<file path="src/rtl/data_mem_rmw_ctrl.sv">
`default_nettype none
// ============================================================================
// Module      : data_mem_rmw_ctrl
// Description : Data-memory access sequencer between the store/load
//               result-routing stage and a req/gnt/rvalid bus.
//               Loads issue one word read. Stores issue a read, wait one
//               MERGE cycle while the routing stage folds the returned word
//               into wdata_i, then write the merged word. The pipeline is
//               stalled until the access completes. A read that never
//               returns is ended by a watchdog that pulses err_o.
// Optional    : DMEM_SW_BYPASS_EN - full-word stores (SW) skip the read and
//               MERGE phases and go straight to the bus write.
// Ports       : clk, rst_n              clock, async active-low reset
//               req_i/wr_en_i/funct3_i  access request, store flag, size
//               addr_i/wdata_i          byte address, merged store word
//               rdata_o                 captured bus read word
//               stall_o                 pipeline hold (combinational)
//               err_o                   one-cycle read-timeout pulse
//               bus_req_o/bus_we_o      bus request / write enable
//               bus_addr_o/bus_wdata_o  word-aligned address / write data
//               bus_gnt_i/bus_rvalid_i  grant / read-data valid
//               bus_rdata_i             bus read data
// Revision    : 1.0 - initial release
// ============================================================================

`ifndef CPU_WIDTH
`define CPU_WIDTH 32
`endif
`ifndef INST_SW
`define INST_SW 3'b010
`endif

module data_mem_rmw_ctrl #(
    parameter int unsigned TIMEOUT_CYCLES = 16
) (
    input  logic                  clk,
    input  logic                  rst_n,
    input  logic                  req_i,
    input  logic                  wr_en_i,
    input  logic [2:0]            funct3_i,
    input  logic [`CPU_WIDTH-1:0] addr_i,
    input  logic [`CPU_WIDTH-1:0] wdata_i,
    output logic [`CPU_WIDTH-1:0] rdata_o,
    output logic                  stall_o,
    output logic                  err_o,
    output logic                  bus_req_o,
    output logic                  bus_we_o,
    output logic [`CPU_WIDTH-1:0] bus_addr_o,
    output logic [`CPU_WIDTH-1:0] bus_wdata_o,
    input  logic                  bus_gnt_i,
    input  logic                  bus_rvalid_i,
    input  logic [`CPU_WIDTH-1:0] bus_rdata_i
);

    typedef enum logic [2:0] {
        S_IDLE    = 3'd0,
        S_RD_REQ  = 3'd1,
        S_RD_WAIT = 3'd2,
        S_MERGE   = 3'd3,
        S_WR_REQ  = 3'd4,
        S_DONE    = 3'd5
    } state_t;

    localparam logic [7:0] C_CNT_LAST = 8'(TIMEOUT_CYCLES - 1);

    state_t     r_state;
    state_t     w_state_next;
    logic       r_we_q;
    logic [7:0] r_cnt;
    logic [7:0] w_cnt_inc;
    logic       w_timeout;
    logic       w_bypass;

    // Byte-lane bits of the address and the size code only matter to the
    // routing stage (and to the SW bypass when it is built in).
    logic w_unused_inputs;
    assign w_unused_inputs = &{1'b0, addr_i[1:0], funct3_i};

`ifdef DMEM_SW_BYPASS_EN
    assign w_bypass = wr_en_i && (funct3_i == `INST_SW);
`else
    assign w_bypass = 1'b0;
`endif

    // Saturating wait counter; the watchdog fires when the counter would
    // reach TIMEOUT_CYCLES-1, so the error pulse lands TIMEOUT_CYCLES
    // cycles after the read grant.
    assign w_cnt_inc = (r_cnt == 8'hFF) ? r_cnt : r_cnt + 8'd1;
    assign w_timeout = (w_cnt_inc >= C_CNT_LAST);

    assign stall_o = ((r_state == S_IDLE) && req_i) ||
                     ((r_state != S_IDLE) && (r_state != S_DONE));

    always_comb begin
        w_state_next = r_state;
        case (r_state)
            S_IDLE: begin
                if (req_i) begin
                    w_state_next = w_bypass ? S_WR_REQ : S_RD_REQ;
                end
            end
            S_RD_REQ: begin
                if (bus_gnt_i) begin
                    w_state_next = S_RD_WAIT;
                end
            end
            S_RD_WAIT: begin
                if (bus_rvalid_i) begin
                    w_state_next = r_we_q ? S_MERGE : S_DONE;
                end else if (w_timeout) begin
                    // A store whose read times out is dropped here.
                    w_state_next = S_DONE;
                end
            end
            S_MERGE:  w_state_next = S_WR_REQ;
            S_WR_REQ: begin
                if (bus_gnt_i) begin
                    w_state_next = S_DONE;
                end
            end
            S_DONE:   w_state_next = S_IDLE;
            default:  w_state_next = S_IDLE;
        endcase
    end

    always_ff @(posedge clk or negedge rst_n) begin
        if (!rst_n) begin
            r_state     <= S_IDLE;
            r_we_q      <= 1'b0;
            r_cnt       <= 8'd0;
            rdata_o     <= '0;
            err_o       <= 1'b0;
            bus_req_o   <= 1'b0;
            bus_we_o    <= 1'b0;
            bus_addr_o  <= '0;
            bus_wdata_o <= '0;
        end else begin
            r_state   <= w_state_next;
            err_o     <= 1'b0;
            // Request/write-enable follow the next state so they rise on
            // entry to a request state and hold until the grant.
            bus_req_o <= (w_state_next == S_RD_REQ) || (w_state_next == S_WR_REQ);
            bus_we_o  <= (w_state_next == S_WR_REQ);
            case (r_state)
                S_IDLE: begin
                    if (req_i) begin
                        bus_addr_o <= {addr_i[`CPU_WIDTH-1:2], 2'b00};
                        r_we_q     <= wr_en_i;
                        if (w_bypass) begin
                            bus_wdata_o <= wdata_i;
                        end
                    end
                end
                S_RD_REQ: begin
                    if (bus_gnt_i) begin
                        r_cnt <= 8'd0;
                    end
                end
                S_RD_WAIT: begin
                    r_cnt <= w_cnt_inc;
                    if (bus_rvalid_i) begin
                        rdata_o <= bus_rdata_i;
                    end else if (w_timeout) begin
                        rdata_o <= '0;
                        err_o   <= 1'b1;
                    end
                end
                S_MERGE: begin
                    // rdata_o has been stable for a cycle, so wdata_i now
                    // carries the routing stage's merged word.
                    bus_wdata_o <= wdata_i;
                end
                default: ;
            endcase
        end
    end

endmodule

`default_nettype wire

</file>
<file path="config.mk">
export PLATFORM = sky130hd
export DESIGN_NAME = data_mem_rmw_ctrl
export DESIGN_NICKNAME = d
export VERILOG_FILES = /design/src/rtl/data_mem_rmw_ctrl.sv
export SDC_FILE = /design/constraint.sdc
export NUM_CORES = 1
export LEC_CHECK = 0
export CORE_MARGIN = 5
export CORE_UTILIZATION = 44
export DETAILED_ROUTE_END_ITERATION = 16
export PLACE_DENSITY = 0.85
export SLEW_MARGIN = 10
export SYNTH_ARGS = -nofsm -noshare
export SYNTH_HDL_FRONTEND = slang
export SYNTH_SLANG_ARGS = --single-unit
</file>
<file path="constraint.sdc">
create_clock -name clk -period 4.8 [get_ports clk]
set_clock_uncertainty 0.05 [all_clocks]
set_input_delay 0.96 -clock clk [delete_from_list [all_inputs] [get_ports clk]]
set_output_delay 0.96 -clock clk [all_outputs]
set_load 0.05 [all_outputs]
</file>
==> impl_summary.txt <==
----------------------------------------------------
[Finish]
  Number of nets in the layout ... a little over 600
  Most frequent cells in the layout ... clkdlybuf4s50_1, dfrtp_1, mux2_2
  Share of the core filled with cells ... 68.0%
  Most common cell after layout, fill and taps aside ... clkdlybuf4s50_1
  Antenna diodes ... 0
  Area Overhead vs Synth ... 51.8%
  Share of layout cells above drive strength 1 ... 17.1%

[Synthesis]
  Post-synthesis adder-cell area fraction ... 0.287%
  Number of synthesized register bits ... about 110
  Post-Syn Instances ... 306
  Number of unique standard cell types used by synthesis ... 47
  Synth Area in Simple Gates ... about 5.5%
  Synthesized area per cell ... 14.2 µm²
  EDFF count, synth ... 0
  Largest family of logic cells by synthesized area ... multiplexers
  XOR/XNOR Fraction of Synth Area ... less than 1%
  Post-synthesis sequential area ratio ... 62.6%
  Multiplexer area fraction after synthesis ... between 10% and 20%
  Compound-cell area share of the yosys netlist ... between 10% and 20%
  Yosys synthesis warning count ... 0
  Post-synthesis instance area ... about 0.0044 mm²
  Most instantiated flip-flop cell in the synthesis netlist ... dfrtp_1
  Share of async-settable or async-resettable flops after synthesis ... 100%

[Worst setup path]
  Type of destination of the critical path ... output pin
  Dominant cell type by count on the critical path ... clkdlybuf4s50_1
  Buffers plus inverters on the worst setup path ... 2
  Number of gates on the worst path with buffers counted ... 4
  Top fanout value on the critical path ... 2
  Worst Setup Start Kind ... input port
  Critical Path AT ... roughly 2.5 ns
  Largest delay share family, worst path ... buffers and inverters
  Cell-by-cell trace of the critical path ... clkdlybuf4s50_1 -> nor3_1 -> o21ai_0 -> clkdlybuf4s50_1
  Crit path largest cell delay ... 0.86 ns
  Required time of the critical path ... 3.79 ns
  Worst r2r path cells ... 7
  Critical path type ... input port to output pin
  Highest-delay cell along the critical path ... clkdlybuf4s50_1

[Placement]
  Half-perimeter wire length after placement ... 8470 µm
  Count of buffers from port buffering ... about 200
  Final estimated routing congestion in global placement ... 0.797

[Power and ir drop]
  Leakage component of the power ... about 2.8 nW
  IR drop worst, VDD ... 0.565 mV
  Power Density ... a little over 800 mW/mm²

[Clock network]
  Quantity of gates resized following cts ... 0
  Root buffer selected by CTS ... clkbuf_8
  Clock tree from TritonCTS ... yes
  Clk_lat worst skew ... 0.38 ns
  # clock sinks ... about 110
  Number of H-tree levels ... 3
  Buffers inserted during post-CTS setup optimization ... 0
  Number of CTS-inserted buffers ... 9
  Clock transition at path regs ... 0.09 ns
  Buffer levels on the longest clock path ... 2
  Count of hold buffers inserted by post-cts repair ... 0

[Timing]
  Unrepaired setup endpoints after global routing ... false
  Tightest Pin Transition ... roughly 1.1 ns
  Count of endpoints failing hold in the final timing report ... 0
  Final period utilization ... between 70 and 80%
  Count of pins over their slew limit ... 0
  Setup_tns ... 0 ns
  Relative slew slack ... approximately a quarter
  Setup-violating endpoint count in the final report ... 0
  Maximum clock rate ... approximately 0.28 GHz
  Final period demand of the worst path ... about 3.5 ns

[Floorplanning]
  Die height ... 110 µm
  Core box area ... approximately 0.0097 mm²
  Initial standard-cell utilization of the core ... between 40 and 50%
  Floorplan die width ... approximately 110 µm
  Die footprint ... approximately 0.012 mm²
  Number of top-level pins ... 205
  Number of standard-cell rows in the floorplan ... 36

[Global route]
  Total global routing overflow ... 0
  Initial antenna violation count ... 0
  Largest net degree at the start of global routing ... 73
  Total global-route track usage ... a little under a fifth
  Number of global-route vias before repair ... 3,502
  Global-route wire length before repair ... around 18,000 µm

[Min path]
  Worst min-delay path class ... flop to flop
  Hold path cells ... 1

[Detailed routing]
  Routed WL per cell ... around 18 µm
  Starting DRC count in detailed routing ... 85
  Antenna viol nets, final ... 0
  Router iterations before antenna repair ... 4
  Via-per-instance ratio ... 5.13
  DR DRC count ... 0
  Vias after detailed routing ... 3,262
  DRT Wirelength ... about 11,000 µm

[Flow run]
  Max Cap Viol ... 0

[Run status]
  Status ... complete, no violations

----------------------------------------------------
logic make-up after synthesis:
logic type | after synthesis
adders and majority gates | 1
other | 1
and+or+nand+nor | 45
DFF | 109
xor gates and xnor gates | 1
muxes | 65
AOI/OAI and AO/OA | 60
buffers and inverters | 24
worst paths after layout:
check	startpoint	to	slack (ns)
setup / recovery	req_i	stall_o	1.28
setup reg to reg	r_cnt[0]	rdata_o[5]	1.80
max in group asynchronous	rst_n	bus_wdata_o[14]	3.02
hold / removal	bus_addr_o[9]	bus_addr_o[9]	0.44
hold reg to reg	bus_addr_o[9]	bus_addr_o[9]	0.44
min in group asynchronous	rst_n	bus_addr_o[15]	0.64
layer usage:
| layer | global-route usage [%] | routed length (µm) |
|---|---|---|
| met5 | 0 | 0 |
| met3 | 8.93 | 995 |
| met4 | 6.06 | 264 |
| met1 | 20.9 | 4020 |
| met2 | 33.1 | 5930 |
area by class of cell:
cell class,instances,area [µm²]
clock inverters,7,78.8
multi-input cells,174,1500
repair buffers,201,2000
inverters,3,11.3
clock buffers,9,124
flip-flops and latches,109,2730
well taps,133,166
fillers,741,3120
stage by stage:
step / instances / instance area, µm² / setup slack (ns) / total power [mW] / hold slack [ns]
6_report: 636 / 6610 / 1.28 / 5.40 / 0.439
5_1_grt: 636 / 6610 / 1.24 / 5.66 / 0.467
4_1_cts: 636 / 6610 / 1.27 / 5.46 / 0.447
3_5_place_dp: 620 / 6410 / 1.26 / 4.88 / 0.424
3_3_place_gp: 620 / 6410 / 1.24 / 4.80 / 0.417
2_1_floorplan: 307 / 4360 / 1.68 / 3.74 / 0.457
flip-flops by register name, indices dropped and copies added (netlist names):
signal,cells
bus_wdata_o,32
r_state,3
rdata_o,32
bus_we_o,1
bus_req_o,1
err_o,1
bus_addr_o,30
r_we_q,1
r_cnt,8
power breakdown:
group	internal, mW	total (mW)	switching (mW)	leakage, nW
Combinational	1.20	3.21	2.01	1.33
Clock	0.249	0.572	0.323	0.105
Sequential	1.36	1.62	0.259	1.33
cell usage after synthesis (2+ instances only):
master      n  area share, %
o21ai_0     5           0.57
mux2_1      9            2.3
a31oi_1     3           0.43
buf_4       3           0.52
or3_1       2           0.29
a22o_1     33            6.6
dfrtp_1   109             63
buf_6       4            1.0
a21oi_1     4           0.46
nor3_1      8           0.92
inv_1       2           0.17
and3_1      2           0.29
nor2_1     11           0.95
nand2_1     5           0.43
clkbuf_1    9           0.78
buf_2       5           0.57
nand3_1     5           0.57
mux2_2     55             14
a211oi_1    2           0.34
nor2b_1     3           0.43
Note: power is estimated with default switching activity, not from simulation.
